## config.mk

```make
export PLATFORM = sky130hd
export DESIGN_NAME = delay_line
export DESIGN_NICKNAME = d
export VERILOG_FILES = /design/src/rtl/delay_line_pkg.sv /design/src/rtl/delay_stage.sv /design/src/rtl/delay_line.sv
export SDC_FILE = /design/constraint.sdc
export NUM_CORES = 1
export LEC_CHECK = 0
export ABC_AREA = 1
export CORE_MARGIN = 2
export CORE_UTILIZATION = 30
export DETAILED_ROUTE_END_ITERATION = 8
export GPL_TIMING_DRIVEN = 0
export PLACE_DENSITY = 0.47
export SLEW_MARGIN = 30
export SYNTH_ARGS = -nofsm -noshare
export SYNTH_HDL_FRONTEND = slang
export SYNTH_SLANG_ARGS = --single-unit
export TNS_END_PERCENT = 1
```

## constraint.sdc

```tcl
create_clock -name clk -period 1.39 [get_ports clk]
set_clock_uncertainty 0.2 [all_clocks]
set_input_delay 0.3475 -clock clk [delete_from_list [all_inputs] [get_ports clk]]
set_output_delay 0.3475 -clock clk [all_outputs]
set_load 0.03 [all_outputs]
```

## src/rtl/delay_line_pkg.sv

```systemverilog
// Shared helpers for the delay_line retiming block: fill-counter width and
// net data inversion through the stage chain.
package delay_line_pkg;

   function automatic int fill_width(input int depth);
      return $clog2(depth + 1);
   endfunction

   // Odd number of inverting stages means the line as a whole inverts.
   function automatic logic net_inversion(input logic [31:0] mask, input int depth);
      logic acc;
      acc = 1'b0;
      for (int i = 0; i < depth; i++) acc ^= mask[i];
      return acc;
   endfunction

endpackage

```

## src/rtl/delay_stage.sv

```systemverilog
// One register stage of delay_line: optional data inversion, valid tag.
// With DELAY_LINE_PARITY_EN the stage also carries a parity bit.
module delay_stage
   import delay_line_pkg::*;
#(
   parameter int WIDTH = 8,
   parameter bit INV   = 1'b0
) (
   input  logic             clk,
   input  logic             rst,
   input  logic             en,
   input  logic             clear,
   input  logic [WIDTH-1:0] d,
   input  logic             vd,
`ifdef DELAY_LINE_PARITY_EN
   input  logic             pd,
   output logic             pq,
`endif
   output logic [WIDTH-1:0] q,
   output logic             vq
);

   logic [WIDTH-1:0] data_q, data_d;
   logic             valid_q, valid_d;

   always_comb begin
      data_d  = data_q;
      valid_d = valid_q;
      if (clear) begin
         data_d  = '0;
         valid_d = 1'b0;
      end else if (en) begin
         data_d  = d ^ {WIDTH{INV}};
         valid_d = vd;
      end
   end

   always_ff @(posedge clk or negedge rst) begin
      if (!rst) begin
         data_q  <= '0;
         valid_q <= 1'b0;
      end else begin
         data_q  <= data_d;
         valid_q <= valid_d;
      end
   end

   assign q  = data_q;
   assign vq = valid_q;

`ifdef DELAY_LINE_PARITY_EN
   // Inverting an odd-width word flips its parity, so track that here.
   localparam bit PAR_FLIP = INV && ((WIDTH % 2) == 1);
   logic par_q, par_d;

   always_comb begin
      par_d = par_q;
      if (clear)   par_d = 1'b0;
      else if (en) par_d = pd ^ PAR_FLIP;
   end

   always_ff @(posedge clk or negedge rst) begin
      if (!rst) par_q <= 1'b0;
      else      par_q <= par_d;
   end

   assign pq = par_q;
`endif

endmodule

```

## src/rtl/delay_line.sv

```systemverilog
// Parametrised registered delay line with per-stage inversion, stall, flush,
// valid tagging and fill/primed status. Option: DELAY_LINE_PARITY_EN.
module delay_line
   import delay_line_pkg::*;
#(
   parameter int               WIDTH    = 8,
   parameter int               DEPTH    = 3,
   parameter logic [DEPTH-1:0] INV_MASK = 3'b101
) (
   input  logic                         clk,
   input  logic                         rst,
   input  logic                         en,
   input  logic                         clear,
   input  logic [WIDTH-1:0]             in,
   input  logic                         valid_in,
   output logic [WIDTH-1:0]             out,
   output logic                         valid_out,
   output logic                         primed,
`ifdef DELAY_LINE_PARITY_EN
   output logic                         parity_err,
`endif
   output logic [fill_width(DEPTH)-1:0] fill
);

   localparam int            FW       = fill_width(DEPTH);
   localparam logic [FW-1:0] FILL_MAX = FW'(DEPTH);

   // Element i feeds stage i; element DEPTH is the last stage output.
   logic [WIDTH-1:0] data_w [DEPTH+1];
   logic [DEPTH:0]   valid_w;
`ifdef DELAY_LINE_PARITY_EN
   logic [DEPTH:0]   par_w;
   assign par_w[0] = ^in;
`endif

   assign data_w[0]  = in;
   assign valid_w[0] = valid_in;

   for (genvar i = 0; i < DEPTH; i++) begin : g_stage
      delay_stage #(
         .WIDTH(WIDTH),
         .INV  (INV_MASK[i])
      ) u_stage (
         .clk  (clk),
         .rst  (rst),
         .en   (en),
         .clear(clear),
         .d    (data_w[i]),
         .vd   (valid_w[i]),
`ifdef DELAY_LINE_PARITY_EN
         .pd   (par_w[i]),
         .pq   (par_w[i+1]),
`endif
         .q    (data_w[i+1]),
         .vq   (valid_w[i+1])
      );
   end

   logic [FW-1:0] fill_q, fill_d;

   always_comb begin
      fill_d = fill_q;
      if (clear)                          fill_d = '0;
      else if (en && fill_q != FILL_MAX)  fill_d = fill_q + FW'(1);
   end

   always_ff @(posedge clk or negedge rst) begin
      if (!rst) fill_q <= '0;
      else      fill_q <= fill_d;
   end

   assign out       = data_w[DEPTH];
   assign valid_out = valid_w[DEPTH];
   assign fill      = fill_q;
   assign primed    = (fill_q == FILL_MAX);

`ifdef DELAY_LINE_PARITY_EN
   logic perr_q, perr_d;

   always_comb begin
      perr_d = perr_q;
      if (clear)   perr_d = 1'b0;
      else if (en) perr_d = (^data_w[DEPTH] != par_w[DEPTH]) && valid_w[DEPTH];
   end

   always_ff @(posedge clk or negedge rst) begin
      if (!rst) perr_q <= 1'b0;
      else      perr_q <= perr_d;
   end

   assign parity_err = perr_q;
`endif

endmodule

```

==> Word level (Yosys, flattened, before mapping) <==
Index checks and enable logic that the tools add are counted.
Widths: inputs -> output; s select.
{ "op_classes": {"add_sub_neg": 1, "n_eq_ne": 2, "mux": 14, "bitwise_logic": 2, "n_reduce_logical": 3} }
{ "op_table": {"columns": ["op", "count"], "rows": [
  ["$mux 8", 6],
  ["$not 8->8", 2],
  ["$mux 1", 6],
  ["$mux 2", 2],
  ["$reduce_bool 2->1", 2],
  ["$add 2x1->2 const B", 1],
  ["$eq 2x2->1 const B", 1],
  ["$ne 2x2->1 const B", 1],
  ["$logic_and 1x1->1", 1]
]} }
{ "totals": {"regBits": 29, "out_inout_bits": 12, "elab_cells": 29} }

==> Longest topological paths before layout <==
Gate-level depths: netlist of run 1.
{ "logic_depth": {"word_depth": 4, "ltp_mapped": 5, "depth_no_buf": 5} }

==> Modules after synthesis <==
A second synthesis of run 1 with hierarchy kept.
{ "unflattened": {"cells_unflattened": 146, "area_unflattened_um2": 1295.0} }
{ "by_module_without_submodules": {"columns": ["module", "n_inst", "cells_each", "area_each_um2"], "rows": [
  ["delay_stage (g_stage[0].u_stage ...)", 2, 47, 407.9],
  ["delay_stage (g_stage[1].u_stage)", 1, 39, 372.9],
  ["delay_line", 1, 13, 106.4]
]} }

==> Worst setup path before layout of run 1 <==
OpenSTA, ideal clock, no wires.
{ "synth_path": {"kind": "register -> register", "startpoint": "register fill_q[0], in the netlist fill[0]", "endpoint": "register fill_q[0], in the netlist fill[0]", "setup_ps": 66, "arrival_ps": 1241, "setup_slack_ps": -116, "stages_incl_launch_ff": 6, "n_path_buf": 0, "synth_period_minus_slack_ps": 1506, "path_cell_list": "dfrtp_1 > ha_1 > inv_1 > nand2_1 > nand3_1 > nand2_1"} }
{ "synth_via": {"elab_chain_len": 3, "elab_cells_between_ends": 6, "classes_between": "add/sub: 1; eq/ne: 1; mux: 2; reduce/logical: 2"} }
{ "synth_rtl": {"columns": ["item", "line_no", "source"], "rows": [
  ["start: declaration", "delay_line.sv:59", "logic [FW-1:0] fill_q, fill_d;"],
  ["start signal: assignment", "delay_line.sv:69", "else fill_q <= fill_d;"],
  ["$add 2x1->2 or $ne 2x2->1 (tied branches)", "delay_line.sv:64", "else if (en && fill_q != FILL_MAX) fill_d = fill_q + FW'(1);"],
  ["$mux 2 or $logic_and 1x1->1 (tied branches)", "delay_line.sv:64", null],
  ["$mux 2 or $reduce_bool 2->1 (tied branches)", null, null]
]} }
Several ways; a longest one is shown, not always the timed one. The select of a mux whose other input is x is not followed.
A chain may end at the register's enable or synchronous reset.

==> Final worst setup path of run 1 <==
{ "layout_path": {"startpoint": "register fill_q[0], in the netlist fill[0]", "endpoint": "output primed"} }
{ "layout_via": {"elab_chain_len": 1} }
{ "layout_rtl": {"columns": ["item", "line_no", "source"], "rows": [
  ["$eq 2x2->1", "delay_line.sv:75", "assign primed = (fill_q == FILL_MAX);"],
  ["end: declaration", "delay_line.sv:18", "output logic primed,"]
]} }
No other way between the ends.

==> impl_results.md, run 1 <==
* Clock-pin slew on the worst setup and hold paths at 0.06 ns
* Hold Path Class: flip-flop to flip-flop
* Pre-Repair DR Iteration Count at 4
* Die width at 67.8 um
* Gr usage total at 0.122
* Syn nets at around 140
* #FFs+latches synth at 29
* Wire per inst at about 12 um
* Top_reg_cell synth: dfrtp_1
* Area Growth Syn to Fin at 37.9%
* Critical Path Sink: primed
* TritonCTS Sinks at 29
* Vias/cell at roughly 4.4
* Outcome: finished, violations left
* Leakage power at between 0.8 and 0.9 nW
* Share of cells above drive strength 1 at 0.301
* Crit-path cells: ha_4, buf_6
* CP Launch Point: fill[0]$_DFFE_PN0P_
* FP Rows at 23
* Num CTS Buffers at 5
* # setup viols final at 12
* Initial core utilization at 0.308
* Least-Margin Pin Slew at 0.407 ns
* GP Congestion at roughly 0.72
* Post-Synthesis Cell Area at between 0.001 and 0.0015 mm^2
* Synth area leaders: dfrtp_1 59%, nand2_1 12%, o21ai_2 7.2%
* Number of synthesis warnings at 0
* Critical R2R Launch: fill[0]$_DFFE_PN0P_
* CTS tree: yes
* Setup crit end kind: output port
* Initial DRC Count at 24
* Worst Path Class, Setup: flip-flop to output port
* Hold path cells at 1
* Max rail drop VDD at between 0.0005 and 0.0006 V
* Final Util at 0.424
* Final HPWL DP at 1610 um
* Flop2flop setup slack at ~0.080 ns
* R2R Path End: fill[1]$_DFFE_PN0P_
* Die area at roughly 0.0046 mm^2
* Critical Path AT at slightly above 1 ns
* Power per cell area at 1130 mW/mm^2
* Antenna Violating Nets Remaining at 0
* Synth top cells by count: 40 x nand2_1, 29 x dfrtp_1, 13 x nand3_1
* Root buf cell: clkbuf_8
* Post-synth top area cell: dfrtp_1
* Slew margin rel. at 0.728
* Post-route DRC at 0
* Worst path required time at 0.84 ns
* Seq/Total Area, Yosys at 0.594
* Yosys cell types at 16
* Minimum clock period at 1.56 ns
* Failing checks: setup timing
* Port bufs at 24
* First-pass GRT wire length at 4040 um
* Slew Limit Fails at 0
* Asr flop ratio synth at 1.00
* Largest net degree at the start of global routing at 30
* Ports at 25
* Total power at about 1.9 mW
* Grt total ovfl at 0
* Die H at about 68 um
* R2r worst-path depth at 6
* Antenna Cells at 0
* Critical path's largest stage delay at 0.44 ns
* Max-cap viol count at 0
* Total wire length at ~2400 um
* Fin nets at about 170
* Final setup TNS at -0.982 ns
* CP max stage cell: dfrtp_2
* Critical-path maximum fanout at 4
* Final Hold Fails at 0
* Fmax at between 0.6 and 0.7 GHz
* Crit path launch type: flip-flop
* Maximum clock insertion buffer count at 2
* Most common cell in the netlist: nand2_1
* Initial antenna violation count at 0
* CTS H-tree lvls at 2
* Vias in the first global route at 884
* Yosys top cell area share at 0.594
* Synthesized area per cell at ~10 um^2
* Post-Syn Instances at between 100 and 150
* Core Area at just under 0.004 mm^2
* Tcrit/Tclk final at 1.13
* Via count at 912
* Setup ws final at -0.174 ns
* Clk_lat worst skew at approximately 0.27 ns
* EDFF count, synth at 0
* RSZ-0062 raised after global routing: true
[power breakdown]
part           internal (mW)  switching, mW  total [mW]
combinational          0.153          0.162       0.315
clock                  0.355          0.299       0.653
sequential             0.894         0.0363       0.930
[what timing repair did]
action,CTS,global route
setup buffers,1,0
hold endpoints to repair,29,0
setup endpoints to repair,32,41
resized for setup,88,1
pin swaps,1,0
hold buffers,1,0
[layer usage]
metal  up-vias  track usage  part of all wire
li1        455            -                 -
met4         0       0.0525             0.017
met3         4       0.0510             0.042
met5         -            0                 0
met2        19        0.196              0.49
met1       434        0.144              0.45
[registers in the layout, summed over array words and instances, names as in the netlist]
register,count
g_stage.u_stage.q,24
g_stage.u_stage.vq,3
fill,2
[worst min-delay path by stage]
stage | from | to | slack (ns)
after CTS | g_stage[1].u_stage.q[2]$_DFFE_PN0P_ | g_stage[2].u_stage.q[2]$_DFFE_PN0P_ | 0.26
after global routing | g_stage[1].u_stage.q[6]$_DFFE_PN0P_ | g_stage[2].u_stage.q[6]$_DFFE_PN0P_ | 0.28
after detailed placement | rst | fill[1]$_DFFE_PN0P_ | 0.22
after global placement | g_stage[1].u_stage.q[5]$_DFFE_PN0P_ | g_stage[2].u_stage.q[5]$_DFFE_PN0P_ | 0.25
after floorplan | rst | fill[0]$_DFFE_PN0P_ | -0.15
final | g_stage[1].u_stage.q[5]$_DFFE_PN0P_ | g_stage[2].u_stage.q[5]$_DFFE_PN0P_ | 0.25
[layout by cell type, fill, tap and decap left out, drive strengths merged]
| cell type | n |
|---|---|
| buf | 24 |
| clkbuf | 9 |
| clkdlybuf4s15 | 2 |
| dlygate4sd2 | 2 |
| dlygate4sd3 | 1 |
| nand2 | 41 |
| clkdlybuf4s50 | 9 |
| nand4 | 1 |
| inv | 4 |
| nor2 | 2 |
| dfrtp | 29 |
| o21ai | 18 |
| nand3 | 13 |
| ha | 1 |
[cell type report]
| class | instances | area (um^2) |
|---|---|---|
| tap | 50 | 62.6 |
| sequential | 29 | 727 |
| multi-input combinational | 76 | 400 |
| clock buffer | 8 | 80.1 |
| inverter | 4 | 15.0 |
| buffer | 13 | 136 |
| timing repair buffer | 26 | 264 |
| fill | 406 | 2290 |
[cells by family (layout without fill, tap and decap cells)]
kind of cell	after synthesis	after routing	share of synthesized area
AO/OA/AOI/OAI	18	18	0.104
adder cells (fa/ha/maj)	1	1	0.0102
buffers and inverters	17	51	0.0931
flip-flops	29	29	0.594
AND/OR/NAND/NOR	57	57	0.199
[critical path, delay by kind of cell, from the launching register on]
kind	cells	cell delay, ns
DFF	1	0.44
buffers and inverters	1	0.13
adders and majority gates	1	0.17
[per-stage QoR]
stage          hold WS (ns)  instance area, um^2  worst slack [ns]  std cells
2_1_floorplan        -0.148                 1240            0.0572        122
3_3_place_gp          0.246                 1540            -0.821        196
3_5_place_dp          0.216                 1530            -0.405        196
4_1_cts               0.259                 1680            -0.188        206
5_1_grt               0.279                 1690            -0.205        206
6_report              0.254                 1690            -0.174        206
(Power assumes the default switching activity.)
==> run 2: changes to the inputs <==
Settings changed: MAX_ROUTING_LAYER set to met4.
==> run 2 against run 1 <==
Compared with the run above: the run still ends with setup timing left; sequential power about the same; utilization did not move; sequential share of layout area did not move; die area stayed put; clock power up 1%; combinational power about the same; fmax is 0.34% lower; largest cell class unchanged.
==> impl_results.md, run 2 (synthesized netlist as in run 1, its figures left out) <==
* Outcome: finished, violations left
* Failing checks: setup timing
* Initial DRC Count at 25
* Final setup TNS at -1.04 ns
* Worst Path Class, Setup: flip-flop to output port
* Area Growth Syn to Fin at 37.9%
* Tcrit/Tclk final at 1.13
* Placed insts at 196
* Vias in the first global route at about 880
* Fillers at between 400 and 500
* Most frequent cells in the layout: 40 x nand2_1, 28 x dfrtp_1, 18 x buf_6, 13 x nand3_1, 10 x o21ai_2
* Slew margin rel. at 0.728
* Least-Margin Pin Slew at between 0.4 and 0.5 ns
* Critical R2R Launch: fill[0]$_DFFE_PN0P_
* Hold Path Class: flip-flop to flip-flop
* Share of cells above drive strength 1 at 0.301
* Final Hold Fails at 0
* Setup crit end kind: output port
* Core Area at 0.00397 mm^2
* Leakage power at roughly 0.81 nW
* Ports at 25
* Antenna Violating Nets Remaining at 0
* CTS H-tree lvls at 2
* GR peak layer: met2
* Pre-Repair DR Iteration Count at 4
* Critical-path maximum fanout at 4
* Max reg flops at 24
* Num CTS Buffers at 5
* Setup ws final at -0.180 ns
* Total wire length at ~2400 um
* Grt total ovfl at 0
* Gr usage total at 0.126
* Crit path launch type: flip-flop
* Maximum clock insertion buffer count at 2
* Worst Min Path Start: g_stage[1].u_stage.q[5]$_DFFE_PN0P_
* RSZ-0062 raised after global routing: true
* Clk_lat worst skew at between 0.2 and 0.3 ns
* Final non-filler cell area at between 0.0015 and 0.002 mm^2
* Most common cell after layout, fill and taps aside: nand2_1
* Slew Limit Fails at 0
* Critical Path AT at 1.02 ns
* GP Congestion at between 0.7 and 0.8
* Port bufs at 24
* Register area at ~730 um^2
* Final HPWL DP at roughly 1600 um
* Total power at roughly 1.9 mW
* Largest net degree at the start of global routing at 30
* Clock-pin slew on the worst setup and hold paths at about 0.06 ns
* TritonCTS Sinks at 29
* Die H at about 68 um
* CTS tree: yes
* First-pass GRT wire length at approximately 4000 um
* Post-route DRC at 0
* Die area at roughly 0.0046 mm^2
* Hold WS at approximately 0.25 ns
* Multi-input combinational cell area at approximately 400 um^2
* Root buf cell: clkbuf_8
* Die width at approximately 68 um
* # setup viols final at 12
* Initial antenna violation count at 0
* Max rail drop VDD at 0.000546 V
* CP Launch Point: fill[0]$_DFFE_PN0P_
* Fin nets at between 150 and 200
* Via count at 910
* Initial core utilization at 0.308
* Max-cap viol count at 0
* Met3 Use GR at 0.0493
* Finished Layout Cells at roughly 210
* Fmax at 0.637 GHz
* Global routing usage on met2 at 0.196
* Placement Cell Area at 0.00153 mm^2
* Wire per inst at about 12 um
* Vias/cell at between 4 and 5
* Power per cell area at 1130 mW/mm^2
* Worst path required time at about 0.84 ns
* Minimum clock period at 1.57 ns
* M1 GR Usage at 0.145
* Antenna Cells at 0
* FP Rows at 23
## run 2: area by class of cell
class	instances	share of cell area
timing repair buffer	26	0.157
tap	50	0.0371
inverter	4	0.00891
sequential	29	0.431
buffer	13	0.0809
multi-input combinational	76	0.238
clock buffer	8	0.0475
## run 2: final timing paths
kind / to / slack [ns] / cells after the start
setup reg to reg: fill[1]$_DFFE_PN0P_ / 0.08 / 6
min in group asynchronous: g_stage[0].u_stage.q[3]$_DFFE_PN0P_ / 0.36 / 2
setup / recovery: primed / -0.18 / 2
hold reg to reg: g_stage[2].u_stage.q[5]$_DFFE_PN0P_ / 0.25 / 1
hold / removal: g_stage[2].u_stage.q[5]$_DFFE_PN0P_ / 0.25 / 1
max in group asynchronous: fill[0]$_DFFE_PN0P_ / 0.32 / 2
## run 2: per-stage QoR
stage / setup slack (ns) / util
floorplan: 0.0572 / -
global placement: -0.821 / 0.388
detailed placement: -0.405 / 0.386
CTS: -0.188 / 0.424
global route: -0.205 / 0.424
finish: -0.180 / 0.424
## run 2: per-layer routing
metal	vias up	routed length, um
li1	455	-
met1	432	1090
met4	0	57
met2	19	1190
met5	-	0
met3	4	95
## run 2: where the power goes
part           internal, mW  switching [mW]  leakage (nW)  total [mW]
registers             0.894          0.0363         0.384       0.930
logic                 0.153           0.162         0.391       0.315
clock network         0.355           0.305        0.0395       0.660
total                  1.40           0.503         0.814        1.90
## run 2: timing repair
action / 4_1_cts / 5_1_grt
pin swaps: 1 / 0
buffers inserted: 1 / 0
hold endpoints to repair: 29 / 0
hold buffers: 1 / 0
resized for setup: 88 / 1
setup endpoints to repair: 32 / 41
## run 2: worst max-delay path: stages, from the launching register on
cell	delay (ns)
dfrtp_2	0.44
ha_4	0.17
buf_6	0.13
